`config.mk`:
```
export PLATFORM = sky130hd
export DESIGN_NAME = frame_uart_sender
export DESIGN_NICKNAME = d
export VERILOG_FILES = /design/src/rtl/frame_uart_sender.sv
export SDC_FILE = /design/constraint.sdc
export NUM_CORES = 1
export LEC_CHECK = 0
export CORE_AREA = 4 4 119 121
export DETAILED_ROUTE_END_ITERATION = 6
export DIE_AREA = 0 0 123 125
export GPL_TIMING_DRIVEN = 0
export PLACE_DENSITY_LB_ADDON = 0.05
export SLEW_MARGIN = 40
export SYNTH_ARGS = -nofsm -noshare
export SYNTH_HDL_FRONTEND = slang
export SYNTH_SLANG_ARGS = --single-unit
export TNS_END_PERCENT = 50
```
`constraint.sdc`:
```
create_clock -name clk -period 8.6 [get_ports clk]
set_input_delay 1.72 -clock clk [delete_from_list [all_inputs] [get_ports clk]]
set_output_delay 1.72 -clock clk [all_outputs]
set_load 0.05 [all_outputs]
```
`src/rtl/frame_uart_sender.sv`:
```
// Reads framebuffer rows back and streams them as UART row packets.
// Each packet waits for a peer acknowledge and is resent on timeout.
module frame_uart_sender #(
  parameter int          Wight       = 640,
  parameter int          Height      = 480,
  parameter int          CLK_FREQ    = 100_000_000,
  parameter int          BAUD        = 115200,
  parameter int          STOP_BIT    = 2,
  parameter logic [7:0]  END_CODE    = 8'hFF,
  parameter logic [7:0]  ANSWER_CODE = 8'hAA,
  parameter int          RAM_LATENCY = 2,
  parameter int          ACK_TIMEOUT = 1_000_000,
  parameter int          MAX_RETRY   = 3
) (
  input  logic        clk,
  input  logic        rst,
  input  logic        start,
  input  logic [8:0]  row_first,
  input  logic [8:0]  row_last,
  output logic        busy,
  output logic        done,
  output logic        error,
  output logic [18:0] ram_addr,
  output logic        ram_rd,
  input  logic [2:0]  ram_q,
  input  logic        ack_valid,
  input  logic [7:0]  ack_byte,
  output logic        txd
);

  localparam int DIV = CLK_FREQ / BAUD;
  localparam int NB  = 9 + STOP_BIT;
  localparam int DW  = $clog2(DIV + 1);
  localparam int TW  = $clog2(ACK_TIMEOUT + 1);
  localparam int GW  = $clog2(Wight / 8 + 1);
  localparam int RW  = $clog2(MAX_RETRY + 2);
  localparam logic [18:0] WL = 19'(Wight);

  typedef enum logic [2:0] {
    IDLE, HDR0, HDR1, FETCH, SEND3, TRAIL, WAIT_ACK, NEXT
  } state_t;

  state_t st_q;

  logic [8:0]  row_q, last_q;
  logic [18:0] ptr_q;
  logic [GW-1:0] grp_q;
  logic [3:0]  rd_cnt_q;
  logic [2:0]  cap_cnt_q;
  logic [1:0]  byte_q;
  logic [23:0] sh_q;
  logic [RAM_LATENCY-1:0] pipe_q;
  logic [TW-1:0] tmo_q;
  logic [RW-1:0] retry_q;

  logic          tx_busy_q;
  logic [DW-1:0] tx_div_q;
  logic [3:0]    tx_bits_q;
  logic [NB-1:0] tx_sh_q;
  logic          tx_rdy;
  logic          tx_go;
  logic [7:0]    tx_byte;

  // A new byte may load on the last cycle of the final stop bit: no gap.
  assign tx_rdy = !tx_busy_q ||
                  (tx_div_q == '0 && tx_bits_q == '0);
  assign txd    = tx_sh_q[0];

  always_comb begin
    tx_go   = 1'b0;
    tx_byte = '0;
    if (tx_rdy) begin
      unique case (1'b1)
        (st_q == HDR0): begin
          tx_go   = 1'b1;
          tx_byte = {7'b0, row_q[8]};
        end
        (st_q == HDR1): begin
          tx_go   = 1'b1;
          tx_byte = row_q[7:0];
        end
        (st_q == SEND3): begin
          tx_go   = 1'b1;
          tx_byte = sh_q[23:16];
        end
        (st_q == TRAIL): begin
          tx_go   = 1'b1;
          tx_byte = END_CODE;
        end
        default: ;
      endcase
    end
  end

  always_ff @(posedge clk) begin
    if (rst) begin
      tx_busy_q <= 1'b0;
      tx_div_q  <= '0;
      tx_bits_q <= '0;
      tx_sh_q   <= '1;
    end else if (tx_go) begin
      tx_busy_q <= 1'b1;
      tx_div_q  <= DW'(DIV - 1);
      tx_bits_q <= 4'(NB - 1);
      tx_sh_q   <= {{STOP_BIT{1'b1}}, tx_byte, 1'b0};
    end else if (tx_busy_q) begin
      if (tx_div_q != '0) begin
        tx_div_q <= tx_div_q - 1'b1;
      end else if (tx_bits_q == '0) begin
        tx_busy_q <= 1'b0;
        tx_sh_q   <= '1;
      end else begin
        tx_bits_q <= tx_bits_q - 1'b1;
        tx_div_q  <= DW'(DIV - 1);
        tx_sh_q   <= {1'b1, tx_sh_q[NB-1:1]};
      end
    end
  end

  always_ff @(posedge clk) begin
    if (rst) begin
      st_q      <= IDLE;
      busy      <= 1'b0;
      done      <= 1'b0;
      error     <= 1'b0;
      ram_rd    <= 1'b0;
      ram_addr  <= '0;
      row_q     <= '0;
      last_q    <= '0;
      ptr_q     <= '0;
      grp_q     <= '0;
      rd_cnt_q  <= '0;
      cap_cnt_q <= '0;
      byte_q    <= '0;
      sh_q      <= '0;
      pipe_q    <= '0;
      tmo_q     <= '0;
      retry_q   <= '0;
    end else begin
      done   <= 1'b0;
      ram_rd <= 1'b0;
      pipe_q <= RAM_LATENCY'({pipe_q, ram_rd});
      case (st_q)
        IDLE: if (start) begin
          if (row_first > row_last ||
              int'(row_last) >= Height) begin
            error <= 1'b1;
          end else begin
            error   <= 1'b0;
            busy    <= 1'b1;
            row_q   <= row_first;
            last_q  <= row_last;
            retry_q <= '0;
            st_q    <= HDR0;
          end
        end
        HDR0: begin
          ptr_q <= {10'b0, row_q} * WL + WL - 19'd1;
          grp_q <= GW'(Wight / 8);
          if (tx_rdy) st_q <= HDR1;
        end
        HDR1: if (tx_rdy) begin
          st_q      <= FETCH;
          rd_cnt_q  <= '0;
          cap_cnt_q <= '0;
        end
        FETCH: begin
          if (rd_cnt_q != 4'd8) begin
            ram_rd   <= 1'b1;
            ram_addr <= ptr_q;
            ptr_q    <= ptr_q - 19'd1;
            rd_cnt_q <= rd_cnt_q + 4'd1;
          end
          if (pipe_q[RAM_LATENCY-1]) begin
            sh_q      <= {sh_q[20:0], ram_q};
            cap_cnt_q <= cap_cnt_q + 3'd1;
            if (cap_cnt_q == 3'd7) begin
              st_q   <= SEND3;
              byte_q <= '0;
              grp_q  <= grp_q - 1'b1;
            end
          end
        end
        SEND3: if (tx_rdy) begin
          sh_q   <= sh_q << 8;
          byte_q <= byte_q + 2'd1;
          if (byte_q == 2'd2) begin
            if (grp_q == '0) begin
              st_q <= TRAIL;
            end else begin
              st_q      <= FETCH;
              rd_cnt_q  <= '0;
              cap_cnt_q <= '0;
            end
          end
        end
        TRAIL: if (tx_rdy) begin
          st_q  <= WAIT_ACK;
          tmo_q <= '0;
        end
        // Timer runs only once END_CODE has fully left the line.
        WAIT_ACK: begin
          if (ack_valid && ack_byte == ANSWER_CODE) begin
            st_q <= NEXT;
          end else if (!tx_busy_q) begin
            if (tmo_q == TW'(ACK_TIMEOUT - 1)) begin
              if (retry_q < RW'(MAX_RETRY)) begin
                retry_q <= retry_q + 1'b1;
                st_q    <= HDR0;
              end else begin
                error <= 1'b1;
                busy  <= 1'b0;
                st_q  <= IDLE;
              end
            end else begin
              tmo_q <= tmo_q + 1'b1;
            end
          end
        end
        NEXT: begin
          retry_q <= '0;
          if (row_q == last_q) begin
            done <= 1'b1;
            busy <= 1'b0;
            st_q <= IDLE;
          end else begin
            row_q <= row_q + 9'd1;
            st_q  <= HDR0;
          end
        end
        default: st_q <= IDLE;
      endcase
    end
  end

endmodule

```
==> metrics.cfg, run 1 <==
[detailed_routing]
drtAntennaViolNets=0
drt_wl_total_um=21500
post_drt_wl_per_cell_um=16.7
vias=7843
avgViaCountPerCell=6.08
drt_first_pass_iters=5
dr.first_iter.drc_count=683
drc_errors=0

[cells_and_area]
antenna_cells=0
final_cell_mix=dfxtp_1 (152), nor2_1 (113), nand2_1 (112)
layout_commonest_cell=dfxtp_1
fin_util=0.741
nets=1170
area_growth_pct=16.9
final_layout_size_suffix_gt1_frac=0.0512
fillCellCount=1033

[logic_synthesis]
ys_types=76
seq_area_frac_synth=0.367
synthSimpleGateAreaFrac=0.233
synthMuxAreaShare=0.0364
syn_inst=1026
yosys_warnings=0
synthXorXnorAreaFrac=0.0444
synth_compound_area_frac=0.222
synthAdderAreaFrac=0.0567
synth_seq_cells=152
synth_area_um2=8290
async_flop_share=0
synth_edf_count=0
syn_area_per_cell_um2=8.08
synth-main-ff-cell=dfxtp_1
synth_top_family_by_area=simple AND/OR/NAND/NOR gates
syn_nets=1096

[clocking]
cts_setup_buffers=0
clock_latency_ns=0.43
ctsHoldBuffers=0
cts_tree=built
clk_pin_slew_worst_paths_ns=0.06
cts_resized=0
root_buffer=clkbuf_16
cts_buffer_depth=2
clock_sinks=152
htree_levels=4
cts-buffers-inserted=17

[placed_design]
portBuffers=55
hpwl_um=15600
globalplace.congestion=0.874
place_ws_ns=4.28

[pwr]
p_per_area_nw_per_um2=272
peakVddDrop_uv=195
p_leak_nw=3.73
finalPower_w=0.00263

[die]
core_area_um2=13100
initial_core_util=0.634
io_pins=57
die_width_um=123
dieArea_um2=15400
die_h_um=125
rows=42

[sta]
skew_ns=0.00649
min_period_over_period=0.457
fmax_mhz=254
period_needed_ns=3.93
setup_violations=0
holdWs_ns=0.449
setup_tns_ns=0
final-hold-violation-count=0
rsz0062_at_grt=no
layout_setup_ws_ns=4.67
timing_worst_slew_pin_value_ns=0.809
relSlewSlack=0.461
finalMaxSlewViolations=0

[run_status]
status=complete, no violations

[worst_setup_path]
endpoint_kind=flip-flop
cp.arrival_ns=4.26
critPathTopFamily=buffers and inverters
start_kind=input pin
worst-path-buf-inv=3
worstSetupPathType=in2reg
crit_path_cell_trace=clkdlybuf4s50_1 -> inv_1 -> ha_1 -> nand2_1 -> o21ai_0 -> nor3_1 -> o211ai_1 -> clkbuf_1 -> a22oi_1 -> o32ai_1
slowest_delay_ns=0.58
r2r_slack_ns=4.91
required_ns=8.93
cp_max_fo=10
worstReg2RegStart=row_q[1]$_SDFFE_PP0P_
crit_start=row_last[8]
crit_path_top_delay_cell=clkbuf_1

[hold_path]
hold_start=pipe_q[0]$_SDFF_PP0_
hold_class=reg2reg

[grt]
overflow=0
grt_use_total=0.289
grt_pass1_vias=7399
grt_pass1_wl_um=36200
antenna_found_initial=0
grt_max_degree=17

[job]
max_cap_viol_count=0

==> path summary, 6_finish.rpt <==
path / depth (start not counted) / endpoint
min reg2reg: 1 / pipe_q[1]$_SDFF_PP0_
min: 1 / pipe_q[1]$_SDFF_PP0_
max: 10 / row_q[0]$_SDFFE_PP0P_
max reg2reg: 9 / ptr_q[17]$_SDFFE_PP0P_
==> through the flow <==
step / instance area, um2 / instances
final: 9690 / 1289
after global routing: 9690 / 1289
after CTS: 9690 / 1289
after detailed placement: 9070 / 1257
after global placement: 9060 / 1257
after floorplan: 8290 / 1026
==> Yosys cell counts (6+ instances only) <==
cell type / instances / area, um2
a21o_1: 7 / 52.6
xnor2_1: 22 / 193
o21ai_0: 48 / 240
o2bb2ai_1: 9 / 78.8
dfxtp_1: 152 / 3040
nor3b_1: 6 / 45.0
xor2_1: 20 / 175
nand2b_1: 11 / 68.8
or3_1: 13 / 81.3
nor2_1: 113 / 424
a21oi_1: 95 / 475
a211oi_1: 26 / 195
and3_1: 14 / 87.6
a31oi_1: 12 / 75.1
and2_1: 6 / 37.5
mux2i_1: 29 / 290
clkbuf_1: 53 / 199
nor2b_1: 8 / 50.1
o31ai_1: 11 / 82.6
nand4_1: 19 / 119
ha_1: 36 / 450
a22oi_1: 7 / 52.6
nand3_1: 27 / 135
nand2_1: 112 / 420
nor3_1: 36 / 180
inv_1: 30 / 113
==> flip-flops by register name (all words and copies together) (netlist names) <==
register,cells
tx_div_q,10
tx_bits_q,4
row_q,9
ptr_q,19
ram_rd,1
busy,1
error,1
last_q,9
pipe_q,2
done,1
cap_cnt_q,3
ram_addr,19
retry_q,3
grp_q,7
byte_q,2
st_q,3
sh_q,24
tx_sh_q,9
tx_busy_q,1
rd_cnt_q,4
tmo_q,20
==> cell families after synthesis <==
kind of cell,Yosys count
flip-flops,152
AO/OA/AOI/OAI,276
XOR/XNOR,42
multiplexers,30
buffers and inverters,89
adder cells (fa/ha/maj),37
AND/OR/NAND/NOR,400
==> where the power goes <==
part / internal [W] / switching, W / total, W
registers: 0.000812 / 0.000107 / 0.000919
clock network: 0.000481 / 0.000291 / 0.000772
logic: 0.000351 / 0.000592 / 0.000943
==> layer usage <==
| layer | track usage | part of all wire | wire, um |
|---|---|---|---|
| met5 | 0 | 0 | 0 |
| met4 | 0.106 | 0.027 | 577 |
| met3 | 0.0456 | 0.062 | 1330 |
| met2 | 0.460 | 0.47 | 10200 |
| met1 | 0.398 | 0.44 | 9420 |
==> final cells by class <==
| type | instances | area (um2) | area share |
|---|---|---|---|
| flip-flops and latches | 152 | 3040 | 0.314 |
| well taps | 176 | 220 | 0.0227 |
| plain buffers | 58 | 221 | 0.0229 |
| clock buffers | 22 | 474 | 0.0489 |
| inverters | 31 | 116 | 0.0120 |
| multi-input cells | 785 | 4920 | 0.508 |
| repair buffers | 55 | 551 | 0.0568 |
| clock inverters | 10 | 141 | 0.0146 |
Power figures use the tool's default switching activity.
==> run 2: changes to the inputs <==
CORE_AREA = 4 4 123 125   (was 4 4 119 121)
DIE_AREA = 0 0 127 129   (was 0 0 123 125)
clock period = 4 ns   (was 8.6 ns; I/O delays follow)
==> metrics.cfg, run 2 (synthesis results as in run 1) <==
[sta]
period_needed_ns=3.51
setup_violations=0  ; unchanged
holdWs_ns=0.452  ; was 0.449 ns
rsz0062_at_grt=no  ; unchanged
min_period_over_period=0.878
relSlewSlack=0.462  ; was 0.461
layout_setup_ws_ns=0.488  ; was 4.67 ns
final-hold-violation-count=0  ; unchanged
fmax_mhz=285
timing_worst_slew_pin_value_ns=0.806  ; was 0.809 ns
setup_tns_ns=0  ; unchanged
skew_ns=0.0113  ; was 0.00649 ns
finalMaxSlewViolations=0  ; unchanged

[hold_path]
worstHoldPathCells=2  ; was 1
hold_start=ram_addr[3]$_SDFFE_PP0P_  ; was pipe_q[0]$_SDFF_PP0_
hold_class=reg2reg  ; unchanged
hold_end=ram_addr[3]$_SDFFE_PP0P_  ; was pipe_q[1]$_SDFF_PP0_

[detailed_routing]
dr.first_iter.drc_count=532  ; was 683
drc_errors=0  ; unchanged
vias=7765  ; was 7,843
drt_wl_total_um=21400  ; was 21,500 um
drtAntennaViolNets=0  ; unchanged
drt_first_pass_iters=5  ; unchanged
post_drt_wl_per_cell_um=16.5  ; was 16.7 um
avgViaCountPerCell=6.01  ; was 6.08

[clocking]
root_buffer=clkbuf_16  ; unchanged
cts_buffer_depth=2  ; unchanged
clock_sinks=152  ; unchanged
clock_latency_ns=0.43  ; about the same
ctsHoldBuffers=0  ; unchanged
clk_pin_slew_worst_paths_ns=0.06  ; about the same
cts-buffers-inserted=17  ; unchanged
cts_tree=built  ; unchanged
cts_setup_buffers=0  ; unchanged
cts_resized=0  ; unchanged
htree_levels=4  ; unchanged

[cells_and_area]
layout_commonest_cell=dfxtp_1  ; unchanged
largest_register_ffs=24  ; unchanged
final_cell_mix=dfxtp_1 (152), nor2_1 (113), nand2_1 (112)  ; unchanged
largestRegisters=sh_q x24, tmo_q x20  ; unchanged
nets=1170  ; unchanged
fin_area_um2=9670  ; was 9690 um2
final_layout_size_suffix_gt1_frac=0.0513  ; was 0.0512
antenna_cells=0  ; unchanged
top_register=sh_q  ; unchanged
area_growth_pct=16.6  ; was 16.9%

[worst_setup_path]
crit_path_cell_trace=ha_1 -> ha_1 -> fa_1 -> a211oi_1 -> o21ai_0 -> a221oi_1 -> nand4_1 -> xnor2_1 -> a2111oi_0  ; was clkdlybuf4s50_1 -> inv_1 -> ha_1 -> nand2_1 -> o21ai_0 -> nor3_1 -> o211ai_1 -> clkbuf_1 -> a22oi_1 -> o32ai_1
cp.arrival_ns=3.83  ; was 4.26 ns
worstSetupPathType=reg2reg  ; was in2reg
cp_max_fo=7  ; was 10
critPathTopFamily=compound AO/OA/AOI/OAI gates  ; was buffers and inverters
worst-path-buf-inv=0  ; was 3
slowest_delay_ns=0.59  ; was 0.58 ns
crit_path_top_delay_cell=dfxtp_1  ; was clkbuf_1
timing.rr.end=ptr_q[17]$_SDFFE_PP0P_  ; unchanged
worst_r2r_path_depth=9  ; unchanged
worstReg2RegStart=row_q[1]$_SDFFE_PP0P_  ; unchanged
start_kind=flip-flop  ; was input pin
critical_path.most_common_cell=ha_1
r2r_slack_ns=0.49  ; was 4.91 ns
required_ns=4.32  ; was 8.93 ns
path_depth=9  ; was 10
endpoint_kind=flip-flop  ; unchanged

[die]
io_pins=57  ; unchanged
die_width_um=127  ; was 123 um
die_h_um=129  ; was 125 um
dieArea_um2=16400  ; was 15,400 um2
initial_core_util=0.597  ; was 0.634
core_area_um2=13900  ; was 13,100 um2
rows=43  ; was 42

[grt]
grt_pass1_vias=7116  ; was 7,399
grt_pass1_wl_um=35200  ; was 36,200 um
grt_max_degree=17  ; unchanged
antenna_found_initial=0  ; unchanged
grt_use_total=0.265  ; was 0.289
overflow=0  ; unchanged

[placed_design]
portBuffers=55  ; unchanged
place_ws_ns=0.566  ; was 4.28 ns
dpl_cell_area_um2=9070  ; about the same
globalplace.congestion=0.901  ; was 0.874
hpwl_um=15100  ; was 15,600 um

[pwr]
p_per_area_nw_per_um2=583  ; was 272 nW/um2
peakVddDrop_uv=637  ; was 195 uV
p_leak_nw=3.72  ; was 3.73 nW
finalPower_w=0.00564  ; was 0.00263 W

[job]
max_cap_viol_count=0  ; unchanged

[run_status]
status=complete, no violations  ; unchanged

==> run 2: cell types whose count changed in the layout (fill, tap and decap cells not counted), sizes merged <==
| cell | before | now |
|---|---|---|
| clkbuf | 75 | 71 |
| clkinv | 4 | 6 |
==> run 2: per-layer routing <==
metal  GRT usage  wire length, um
met5           0                0
met4       0.108              564
met3      0.0548             1270
met2       0.423             9760
met1       0.353             9770
==> run 2: through the flow <==
stage,util,cells
after floorplan,-,1026
after global placement,0.653,1261
after detailed placement,0.653,1261
after CTS,0.696,1291
after global routing,0.697,1291
final,0.697,1291
==> run 2: power by group <==
part	total [W]	switching, W	internal (W)	leakage, nW
clock network	0.00163	0.000643	0.000989	0.288
logic	0.00203	0.00128	0.000752	2.19
registers	0.00197	0.000225	0.00174	1.24
==> run 2: worst min-delay path: cells and delay by family (launching register included) <==
family          cells  cell delay [ns]
flops               1             0.31
compound gates      1             0.05
simple gates        1             0.05
==> run 2: final cells by class <==
cell class | count | area, um2
multi-input cells | 785 | 4930
clock inverters | 12 | 151
clock buffers | 18 | 439
inverters | 31 | 116
plain buffers | 58 | 221
repair buffers | 55 | 551
well taps | 180 | 225
flip-flops and latches | 152 | 3040
fillers | 1166 | 4210
==> run 2: worst max path at each step <==
stage / from / slack [ns] / end
after global routing: row_q[1]$_SDFFE_PP0P_ / 0.19 / ptr_q[17]$_SDFFE_PP0P_
after detailed placement: row_q[1]$_SDFFE_PP0P_ / 0.57 / ptr_q[17]$_SDFFE_PP0P_
final: row_q[1]$_SDFFE_PP0P_ / 0.49 / ptr_q[17]$_SDFFE_PP0P_
after CTS: row_q[1]$_SDFFE_PP0P_ / 0.54 / ptr_q[17]$_SDFFE_PP0P_
after global placement: row_q[1]$_SDFFE_PP0P_ / 0.59 / ptr_q[17]$_SDFFE_PP0P_
after floorplan: row_q[3]$_SDFFE_PP0P_ / 1.09 / ptr_q[17]$_SDFFE_PP0P_
==> run 3: changes to the inputs <==
ABC_AREA = 1   (was unset)
CORE_AREA = 4 4 127 129   (was 4 4 123 125)
DIE_AREA = 0 0 131 133   (was 0 0 127 129)
==> metrics.cfg, run 3 <==
[detailed_routing]
drt_wl_total_um=23600  ; was 21,400 um
avgViaCountPerCell=5.49  ; was 6.01
vias=8799  ; was 7,765
dr.first_iter.drc_count=698  ; was 532
post_drt_wl_per_cell_um=14.8  ; was 16.5 um
drtAntennaViolNets=0  ; unchanged
drc_errors=0  ; unchanged
drt_first_pass_iters=5  ; unchanged

[clocking]
cts_resized=0  ; unchanged
clk_pin_slew_worst_paths_ns=0.06  ; about the same
clock_sinks=152  ; unchanged
cts-buffers-inserted=17  ; unchanged
htree_levels=4  ; unchanged
root_buffer=clkbuf_16  ; unchanged
ctsHoldBuffers=0  ; unchanged
cts_setup_buffers=0  ; unchanged
cts_buffer_depth=2  ; unchanged
clock_latency_ns=0.42  ; was 0.43 ns
cts_tree=built  ; unchanged

[die]
die_h_um=133  ; was 129 um
io_pins=57  ; unchanged
core_area_um2=15000  ; was 13,900 um2
rows=45  ; was 43
die_width_um=131  ; was 127 um
dieArea_um2=17400  ; was 16,400 um2
initial_core_util=0.586  ; was 0.597

[logic_synthesis]
ys_types=50  ; was 76
seq_area_frac_synth=0.345  ; was 0.367
synth-main-ff-cell=dfxtp_1  ; unchanged
ys_top_cells_by_count=nand2_1 (310), nor2_1 (168), dfxtp_1 (152)  ; was dfxtp_1 (152), nor2_1 (113), nand2_1 (112)
synth_seq_cells=152  ; unchanged
yosysMostFrequentCell=nand2_1  ; was dfxtp_1
syn_nets=1396  ; was 1,096
synth_area_um2=8810  ; was 8290 um2
synth_top_area_frac=0.345  ; was 0.367
async_flop_share=0  ; unchanged
yosys_warnings=0  ; unchanged
synth_edf_count=0  ; unchanged
syn_area_per_cell_um2=6.64  ; was 8.08 um2
syn_inst=1326  ; was 1,026
yosysTopAreaCell=dfxtp_1  ; unchanged
synthTopCellsByArea=dfxtp_1 (35%), nand2_1 (13%), nor2_1 (7.2%), o21ai_0 (6.4%), inv_1 (6.1%)  ; was dfxtp_1 (37%), a21oi_1 (5.7%), ha_1 (5.4%), nor2_1 (5.1%), nand2_1 (5.1%)

[worst_setup_path]
worstSetupPathType=in2reg  ; was reg2reg
crit_path_top_delay_cell=clkdlybuf4s50_1  ; was dfxtp_1
critical_path.most_common_cell=nor2_1  ; was ha_1
start_kind=input pin  ; was flip-flop
worst-path-buf-inv=3  ; was 0
required_ns=4.32  ; about the same
cp.arrival_ns=3.08  ; was 3.83 ns
critPathTopFamily=simple AND/OR/NAND/NOR gates  ; was compound AO/OA/AOI/OAI gates
endpoint_kind=flip-flop  ; unchanged
crit_path_cell_trace=clkdlybuf4s50_1 -> inv_1 -> ha_1 -> a21o_1 -> nor2_1 -> nand3_1 -> nand2_1 -> nand3_1 -> nand2_1 -> inv_2 -> nor2_1 -> nor2_1  ; was ha_1 -> ha_1 -> fa_1 -> a211oi_1 -> o21ai_0 -> a221oi_1 -> nand4_1 -> xnor2_1 -> a2111oi_0
slowest_delay_ns=0.57  ; was 0.59 ns
cp_max_fo=10  ; was 7
r2r_slack_ns=1.27  ; was 0.49 ns

[sta]
min_period_over_period=0.691  ; was 0.878
fmax_mhz=362  ; was 285 MHz
timing_worst_slew_pin_value_ns=0.794  ; was 0.806 ns
relSlewSlack=0.471  ; was 0.462
final-hold-violation-count=0  ; unchanged
skew_ns=0.00645  ; was 0.0113 ns
finalMaxSlewViolations=0  ; unchanged
setup_violations=0  ; unchanged
setup_tns_ns=0  ; unchanged
period_needed_ns=2.76  ; was 3.51 ns
rsz0062_at_grt=no  ; unchanged

[cells_and_area]
area_growth_pct=15.5  ; was 16.6%
nets=1471  ; was 1,170
final_cells=1602  ; was 1,291
final_layout_size_suffix_gt1_frac=0.0672  ; was 0.0513
largestRegisters=sh_q x24, tmo_q x20  ; unchanged
fin_area_um2=10200  ; was 9670 um2
antenna_cells=0  ; unchanged
largest_register_ffs=24  ; unchanged
layout_commonest_cell=nand2_1  ; was dfxtp_1
final_cell_mix=nand2_1 (310), nor2_1 (168), dfxtp_1 (152)  ; was dfxtp_1 (152), nor2_1 (113), nand2_1 (112)
top_register=sh_q  ; unchanged

[grt]
overflow=0  ; unchanged
grt.met1_usage=0.384  ; was 0.353
grt_use_total=0.278  ; was 0.265
grt_pass1_wl_um=39300  ; was 35,200 um
met3_usage=0.0670  ; was 0.0548
grt_pass1_vias=8119  ; was 7,116
met2_usage=0.424  ; was 0.423
grt_max_degree=17  ; unchanged
antenna_found_initial=0  ; unchanged
grt-busiest-layer=met2  ; unchanged

[pwr]
peakVddDrop_uv=496  ; was 637 uV
p_per_area_nw_per_um2=679  ; was 583 nW/um2
finalPower_w=0.00691  ; was 0.00564 W
p_leak_nw=4.47  ; was 3.72 nW

[placed_design]
portBuffers=56  ; was 55
hpwl_um=17600  ; was 15,100 um
dp_cells=1570  ; was 1,261
dpl_cell_area_um2=9600  ; was 9070 um2
globalplace.congestion=0.965  ; was 0.901

[job]
max_cap_viol_count=0  ; unchanged

[run_status]
status=complete, no violations  ; unchanged

[hold_path]
hold_class=reg2reg  ; unchanged

==> run 3: cell count changes after synthesis, sizes merged, moves of 13 or more <==
cell / before / now
or3: 13 / 0
nor3: 36 / 18
clkbuf: 53 / 24
o21ai: 48 / 122
nor2: 114 / 178
inv: 30 / 157
nand3: 27 / 90
nand2: 113 / 323
and3: 14 / 0
a211oi: 26 / 1
mux2i: 29 / 1
==> run 3: path summary, 6_finish.rpt <==
path,startpoint,to,cells past startpoint
max,row_last[8],row_q[7]$_SDFFE_PP0P_,12
min,pipe_q[0]$_SDFF_PP0_,pipe_q[1]$_SDFF_PP0_,2
max reg2reg,row_q[3]$_SDFFE_PP0P_,ptr_q[18]$_SDFFE_PP0P_,11
min reg2reg,pipe_q[0]$_SDFF_PP0_,pipe_q[1]$_SDFF_PP0_,2
==> run 3: logic make-up (layout without fill, tap and decap cells) <==
kind of cell | count (synthesis) | after routing | synth area share
simple gates | 636 | 636 | 0.312
compound gates | 270 | 270 | 0.167
buf+inv | 199 | 287 | 0.0905
flops | 152 | 152 | 0.345
fa+ha+maj | 37 | 37 | 0.0534
xor+xnor | 31 | 31 | 0.0308
mux | 1 | 1 | 0.00114
==> run 3: routing by layer <==
metal	up-vias	part of all wire
met5	-	0
met4	0	0.031
met3	55	0.070
met2	303	0.44
met1	3940	0.46
li1	4501	-
==> run 3: where the power goes <==
group	total (W)	leakage [nW]	internal (W)	switching, W
Combinational	0.00311	2.95	0.00105	0.00206
Sequential	0.00224	1.24	0.00191	0.000332
Clock	0.00156	0.274	0.000897	0.000661
==> run 3: area by class of cell <==
class,count,area [um2]
sequential,152,3040
fill,1359,4860
clock inverter,12,115
buffer,41,201
tap,188,235
multi-input combinational,975,4970
timing repair buffer,56,561
clock buffer,20,457
inverter,158,596
==> run 3: per-stage QoR <==
step | utilization | hold slack (ns) | setup slack, ns
2_1_floorplan | - | 0.388 | 1.72
3_5_place_dp | 0.639 | 0.397 | 0.826
3_3_place_gp | 0.639 | 0.393 | 0.832
5_1_grt | 0.677 | 0.418 | 1.04
6_report | 0.677 | 0.399 | 1.24
4_1_cts | 0.677 | 0.399 | 1.27
==> run 3: worst reg2reg max path, stage by stage, from the launching register on <==
cell and delay (ns):
dfxtp_1 0.51, ha_1 0.30, ha_1 0.24, fa_1 0.54, nand3_1 0.10, nor2_1 0.17
nand2_1 0.10, nor2_1 0.15, nand2_1 0.08, o21ai_0 0.17, nand2_1 0.11, a21oi_1 0.18
